### config.mk
export PLATFORM = sky130hd
export DESIGN_NAME = branch_resolve_unit
export DESIGN_NICKNAME = d
export VERILOG_FILES = /design/src/rtl/branch_resolve_unit.sv
export SDC_FILE = /design/constraint.sdc
export NUM_CORES = 1
export LEC_CHECK = 0
export BUFFER_PORTS_ARGS = -buffer_cell sky130_fd_sc_hd__buf_2
export CORE_UTILIZATION = 43
export CTS_CLUSTER_SIZE = 10
export DETAILED_ROUTE_END_ITERATION = 8
export PLACE_DENSITY = 0.81
export SKIP_CTS_REPAIR_TIMING = 1
export SLEW_MARGIN = 30
export SYNTH_ARGS = -nofsm -noshare
export SYNTH_HDL_FRONTEND = slang
export SYNTH_SLANG_ARGS = --single-unit
### constraint.sdc
create_clock -name clk -period 2.8 [get_ports clk]
set_input_delay 0.42 -clock clk [delete_from_list [all_inputs] [get_ports clk]]
set_output_delay 0.42 -clock clk [all_outputs]
set_load 0.005 [all_outputs]
### src/rtl/branch_resolve_unit.sv
// Early branch resolution for the ID stage: forwarded operand select, six MIPS
// branch conditions, target adder, registered resolve/flush and hazard stall tracking.
module branch_resolve_unit #(
    parameter int WIDTH    = 32,
    parameter int ADDR_W   = 32,
    parameter int MAX_WAIT = 2
) (
    input  logic              clk,
    input  logic              reset,
    input  logic              branch_valid,
    input  logic [2:0]        branch_op,
    input  logic [WIDTH-1:0]  read_data1,
    input  logic [WIDTH-1:0]  read_data2,
    input  logic [WIDTH-1:0]  fwd_ex_data,
    input  logic [WIDTH-1:0]  fwd_mem_data,
    input  logic [1:0]        fwd_sel1,
    input  logic [1:0]        fwd_sel2,
    input  logic              operand_ready,
    input  logic [ADDR_W-1:0] pc_plus4,
    input  logic [ADDR_W-1:0] imm_offset,
    output logic              stall,
    output logic              resolve_valid,
    output logic              branch_taken,
    output logic [ADDR_W-1:0] branch_target,
    output logic              flush,
    output logic              comparator_result,
    output logic              hazard_err
);

    localparam int CNT_W = (MAX_WAIT < 1) ? 1 : $clog2(MAX_WAIT + 1);

    typedef enum logic {
        S_IDLE,
        S_WAIT
    } state_t;

    state_t             state, state_next;
    logic [CNT_W-1:0]   wait_cnt, wait_cnt_next;
    logic               err_set;
    logic [WIDTH-1:0]   op1, op2;
    logic               equal_c, taken_c, accept;
    logic [ADDR_W-1:0]  target_c;

    // Select 11 falls back to the register file value, same as 00.
    always_comb begin
        unique case (fwd_sel1)
            2'b01:   op1 = fwd_ex_data;
            2'b10:   op1 = fwd_mem_data;
            default: op1 = read_data1;
        endcase
        unique case (fwd_sel2)
            2'b01:   op2 = fwd_ex_data;
            2'b10:   op2 = fwd_mem_data;
            default: op2 = read_data2;
        endcase
    end

    always_comb begin
        equal_c = (op1 == op2);
        taken_c = 1'b0;
        unique case (branch_op)
            3'b000:  taken_c = equal_c;
            3'b001:  taken_c = !equal_c;
            3'b010:  taken_c = op1[WIDTH-1] || (op1 == '0);
            3'b011:  taken_c = !op1[WIDTH-1] && (op1 != '0);
            3'b100:  taken_c = op1[WIDTH-1];
            3'b101:  taken_c = !op1[WIDTH-1];
            default: taken_c = 1'b0;
        endcase
    end

    assign target_c = pc_plus4 + (imm_offset << 2);
    assign stall    = branch_valid && !operand_ready;
    assign accept   = branch_valid && operand_ready;

    always_comb begin
        state_next    = state;
        wait_cnt_next = wait_cnt;
        err_set       = 1'b0;
        unique case (state)
            S_IDLE: begin
                if (stall) begin
                    state_next    = S_WAIT;
                    wait_cnt_next = CNT_W'(1);
                end
            end
            S_WAIT: begin
                if (!branch_valid || operand_ready) begin
                    state_next    = S_IDLE;
                    wait_cnt_next = '0;
                end else if (wait_cnt == CNT_W'(MAX_WAIT)) begin
                    err_set = 1'b1;
                end else begin
                    wait_cnt_next = wait_cnt + CNT_W'(1);
                end
            end
            default: begin
                state_next    = S_IDLE;
                wait_cnt_next = '0;
            end
        endcase
    end

    // Result fields hold between accepts; only the pulse outputs drop back to 0.
    always_ff @(posedge clk) begin
        if (reset) begin
            state             <= S_IDLE;
            wait_cnt          <= '0;
            hazard_err        <= 1'b0;
            resolve_valid     <= 1'b0;
            flush             <= 1'b0;
            branch_taken      <= 1'b0;
            branch_target     <= '0;
            comparator_result <= 1'b0;
        end else begin
            state         <= state_next;
            wait_cnt      <= wait_cnt_next;
            hazard_err    <= hazard_err || err_set;
            resolve_valid <= accept;
            flush         <= accept && taken_c;
            if (accept) begin
                branch_taken      <= taken_c;
                branch_target     <= target_c;
                comparator_result <= equal_c;
            end
        end
    end

endmodule

==> flow_metrics.tcl <==
set metrics [dict create \
    placementRows 38 \
    placed_area_mm2 0.006530 \
    core_area_mm2 0.01103 \
    clk_root_buffer_cell "sky130_fd_sc_hd__clkbuf_16" \
    ys_ff_latch 40 \
    fin_util_pct 61.37 \
    detail_route.vias_per_cell 6.160 \
    dr.max_layer_used "met4" \
    finalSetupViolCount 0 \
    clock.fmax_ghz 0.3856 \
    timing.final.max_slew_violations 0 \
    skew_ns 0.0002724 \
    max_slew_margin_pct 69.59 \
    cap_viol_max_count 0 \
    crit_arrival_ns 2.77 \
    postSynth.asyncResetShare_pct 0 \
    syn_area_per_cell_um2 7.859 \
    final_layout_size_suffix_gt1_share_pct 35.80 \
    total_power_w 0.002541 \
    grt_first_pass_wirelength_um 26810 \
    detailroute.wirelength.met3_um 1460 \
    cts_made_buffers 5 \
    final_cell_area_mm2 0.006769 \
    die-height_um 109.2 \
    critical_path_class "in2reg" \
    syn_inst 629 \
    synth_edf_count 0 \
    detailed_placement_wirelength_estimate_um 13700 \
    run_status "completed" \
    synth_seq_area_share_pct 16.20 \
    layout.cells.most_common_list "sky130_fd_sc_hd__buf_2 (238), sky130_fd_sc_hd__nand2_1 (53), sky130_fd_sc_hd__a21oi_1 (44), sky130_fd_sc_hd__dfxtp_1 (40), sky130_fd_sc_hd__nor2b_1 (36)" \
    period_minus_slack_ns 2.593 \
    worst_hold_slack_ns 0.3660 \
    routed_wire_length_per_instance_um 16.91 \
    num_vias 6283 \
    synthesis.area_mm2 0.004943 \
    detail_route.wirelength.met1_um 6743 \
    vdd_ir_drop_max_mv 0.3239 \
    most_frequent_standard_cell_in_the_layout_excluding_fill_and_tap_cells "sky130_fd_sc_hd__buf_2" \
    portBuffers 238 \
    final_clock_period_utilization_by_the_worst_path_pct 92.61 \
    clock_sink_count 40 \
    grtUsageTotal_pct 28.24 \
    cts_tree "built" \
    initial_standard_cell_utilization_of_the_core_pct 44.82 \
    most_used_dff_post_synth "sky130_fd_sc_hd__dfxtp_1" \
    grt_setup_unrepaired "no" \
    initial_antenna_violation_count 3 \
    synth_nets 867 \
    ios 241 \
    grt_overflow_total 0 \
    grt_pass1_vias 5881 \
    drc 0 \
    worstSetupStartpointType "input port" \
    max-clock-path-buffers 2 \
    tightest_pin_transition_ns 0.4561 \
    fp.dieArea_mm2 0.01193 \
    design.final.nets 1114 \
    yosys_warnings 0 \
    post_cts_clock_slew_at_the_launch_and_capture_registers_of_the_worst_setup_and_hold_paths_ns 0.07 \
    gpl.final_weighted_congestion 0.9243 \
    crit_required_ns 2.98 \
    worstSkewPairLatency_ns 0.29 \
    antenna_violating_nets_post_route 0 \
    end_kind "register" \
    drtPass1Iterations 7 \
    met2RoutedLength_um 8472 \
    total_leakage_power_nw 3.125 \
    die-width_um 109.2 \
    final.setup.tns_ns 0 \
    routed_wirelength_um 17250 \
    worstPathMaxFanout 3 \
    post_synth_num_cell_types 60 \
    power_density_mw_per_mm2 375.4 \
    area_growth_syn_to_layout_pct 36.93 \
    holdCritPathClass "in2reg" \
    largest_net_degree_at_the_start_of_global_routing 37 \
    iteration_0_drc_count_of_the_detailed_router 481 \
    final_hold_fails 0 \
    h-tree-depth 2 \
]
-- final cells by class --
| cell class | count | area, um2 |
|---|---|---|
| timing repair buffer | 279 | 1599 |
| antenna | 3 | 7.507 |
| sequential | 40 | 800.8 |
| inverter | 13 | 48.80 |
| tap | 140 | 175.2 |
| clock inverter | 3 | 46.29 |
| multi-input combinational | 537 | 3966 |
| fill | 1000 | 4262 |
| clock buffer | 5 | 125.1 |
-- power by group --
group	switching, W	internal (W)
logic	0.000646	0.000594
clock network	0.000253	0.000424
registers	0.0000178	0.000607
total	0.000917	0.00162
-- layer usage --
| layer | track usage (%) | vias up |
|---|---|---|
| met1 | 32.10 | 2913 |
| met5 | 0 | - |
| met4 | 13.05 | 0 |
| li1 | - | 3006 |
| met3 | 5.918 | 48 |
| met2 | 50.22 | 316 |
-- logic make-up after synthesis --
kind of cell	after synthesis	synth area share [%]
AND/OR/NAND/NOR	211	23.16
buffers and inverters	52	4.885
multiplexers	4	0.8352
adder cells (fa/ha/maj)	35	9.010
XOR/XNOR	17	3.012
flip-flops	40	16.20
AO/OA/AOI/OAI	270	42.90
-- synth_stat cells (5+ instances only) --
| cell | instances | share of area (%) |
|---|---|---|
| sky130_fd_sc_hd__a211o_1 | 33 | 5.8 |
| sky130_fd_sc_hd__a211oi_1 | 6 | 0.91 |
| sky130_fd_sc_hd__a21o_1 | 16 | 2.4 |
| sky130_fd_sc_hd__a21oi_1 | 44 | 4.5 |
| sky130_fd_sc_hd__a221o_1 | 32 | 6.5 |
| sky130_fd_sc_hd__a221oi_1 | 20 | 3.5 |
| sky130_fd_sc_hd__a221oi_2 | 13 | 3.9 |
| sky130_fd_sc_hd__and3_1 | 5 | 0.63 |
| sky130_fd_sc_hd__buf_2 | 22 | 2.2 |
| sky130_fd_sc_hd__clkbuf_1 | 14 | 1.1 |
| sky130_fd_sc_hd__dfxtp_1 | 40 | 16 |
| sky130_fd_sc_hd__ha_1 | 34 | 8.6 |
| sky130_fd_sc_hd__inv_1 | 13 | 0.99 |
| sky130_fd_sc_hd__nand2_1 | 53 | 4.0 |
| sky130_fd_sc_hd__nand2b_1 | 33 | 4.2 |
| sky130_fd_sc_hd__nand3_1 | 9 | 0.91 |
| sky130_fd_sc_hd__nand4_1 | 17 | 2.2 |
| sky130_fd_sc_hd__nor2_1 | 22 | 1.7 |
| sky130_fd_sc_hd__nor2b_1 | 36 | 4.6 |
| sky130_fd_sc_hd__nor3_1 | 7 | 0.71 |
| sky130_fd_sc_hd__nor4_1 | 9 | 1.1 |
| sky130_fd_sc_hd__o211ai_1 | 34 | 5.2 |
| sky130_fd_sc_hd__o21a_1 | 6 | 0.91 |
| sky130_fd_sc_hd__o21ai_0 | 21 | 2.1 |
| sky130_fd_sc_hd__o22ai_1 | 16 | 2.0 |
| sky130_fd_sc_hd__xnor2_1 | 9 | 1.6 |
| sky130_fd_sc_hd__xor2_1 | 8 | 1.4 |
-- through the flow --
stage / instances / worst slack (ns)
finish: 1020 / 0.2069
global route: 1020 / 0.01814
detailed placement: 1009 / -0.1254
global placement: 1009 / -0.1036
floorplan: 629 / 0.1392
CTS: 1017 / 0.1692
-- flip-flops by register name, summed over array words and instances (netlist names) --
name	cells
branch_target	32
wait_cnt	2
branch_taken	1
comparator_result	1
flush	1
hazard_err	1
resolve_valid	1
state	1
-- worst paths after layout --
path | start | to | slack [ns] | cells past startpoint
hold / removal | pc_plus4[0] | branch_target[0]$_SDFFE_PP0P_ | 0.37 | 3
setup reg to reg | wait_cnt[0]$_SDFFE_PP0P_ | wait_cnt[0]$_SDFFE_PP0P_ | 1.62 | 6
hold reg to reg | branch_target[0]$_SDFFE_PP0P_ | branch_target[0]$_SDFFE_PP0P_ | 0.45 | 2
setup / recovery | pc_plus4[2] | branch_target[30]$_SDFFE_PP0P_ | 0.21 | 12
-- critical path, stage by stage --
cell                       delay [ns]
sky130_fd_sc_hd__buf_2           0.10
sky130_fd_sc_hd__ha_1            0.21
sky130_fd_sc_hd__inv_1           0.08
sky130_fd_sc_hd__fa_1            0.22
sky130_fd_sc_hd__nor2b_4         0.05
sky130_fd_sc_hd__o31a_1          0.27
sky130_fd_sc_hd__o311ai_2        0.27
sky130_fd_sc_hd__and4_4          0.30
sky130_fd_sc_hd__nor4_2          0.06
sky130_fd_sc_hd__o211a_1         0.23
sky130_fd_sc_hd__or3_1           0.31
sky130_fd_sc_hd__a32o_1          0.24
Note: power is estimated with default switching activity, not from simulation.
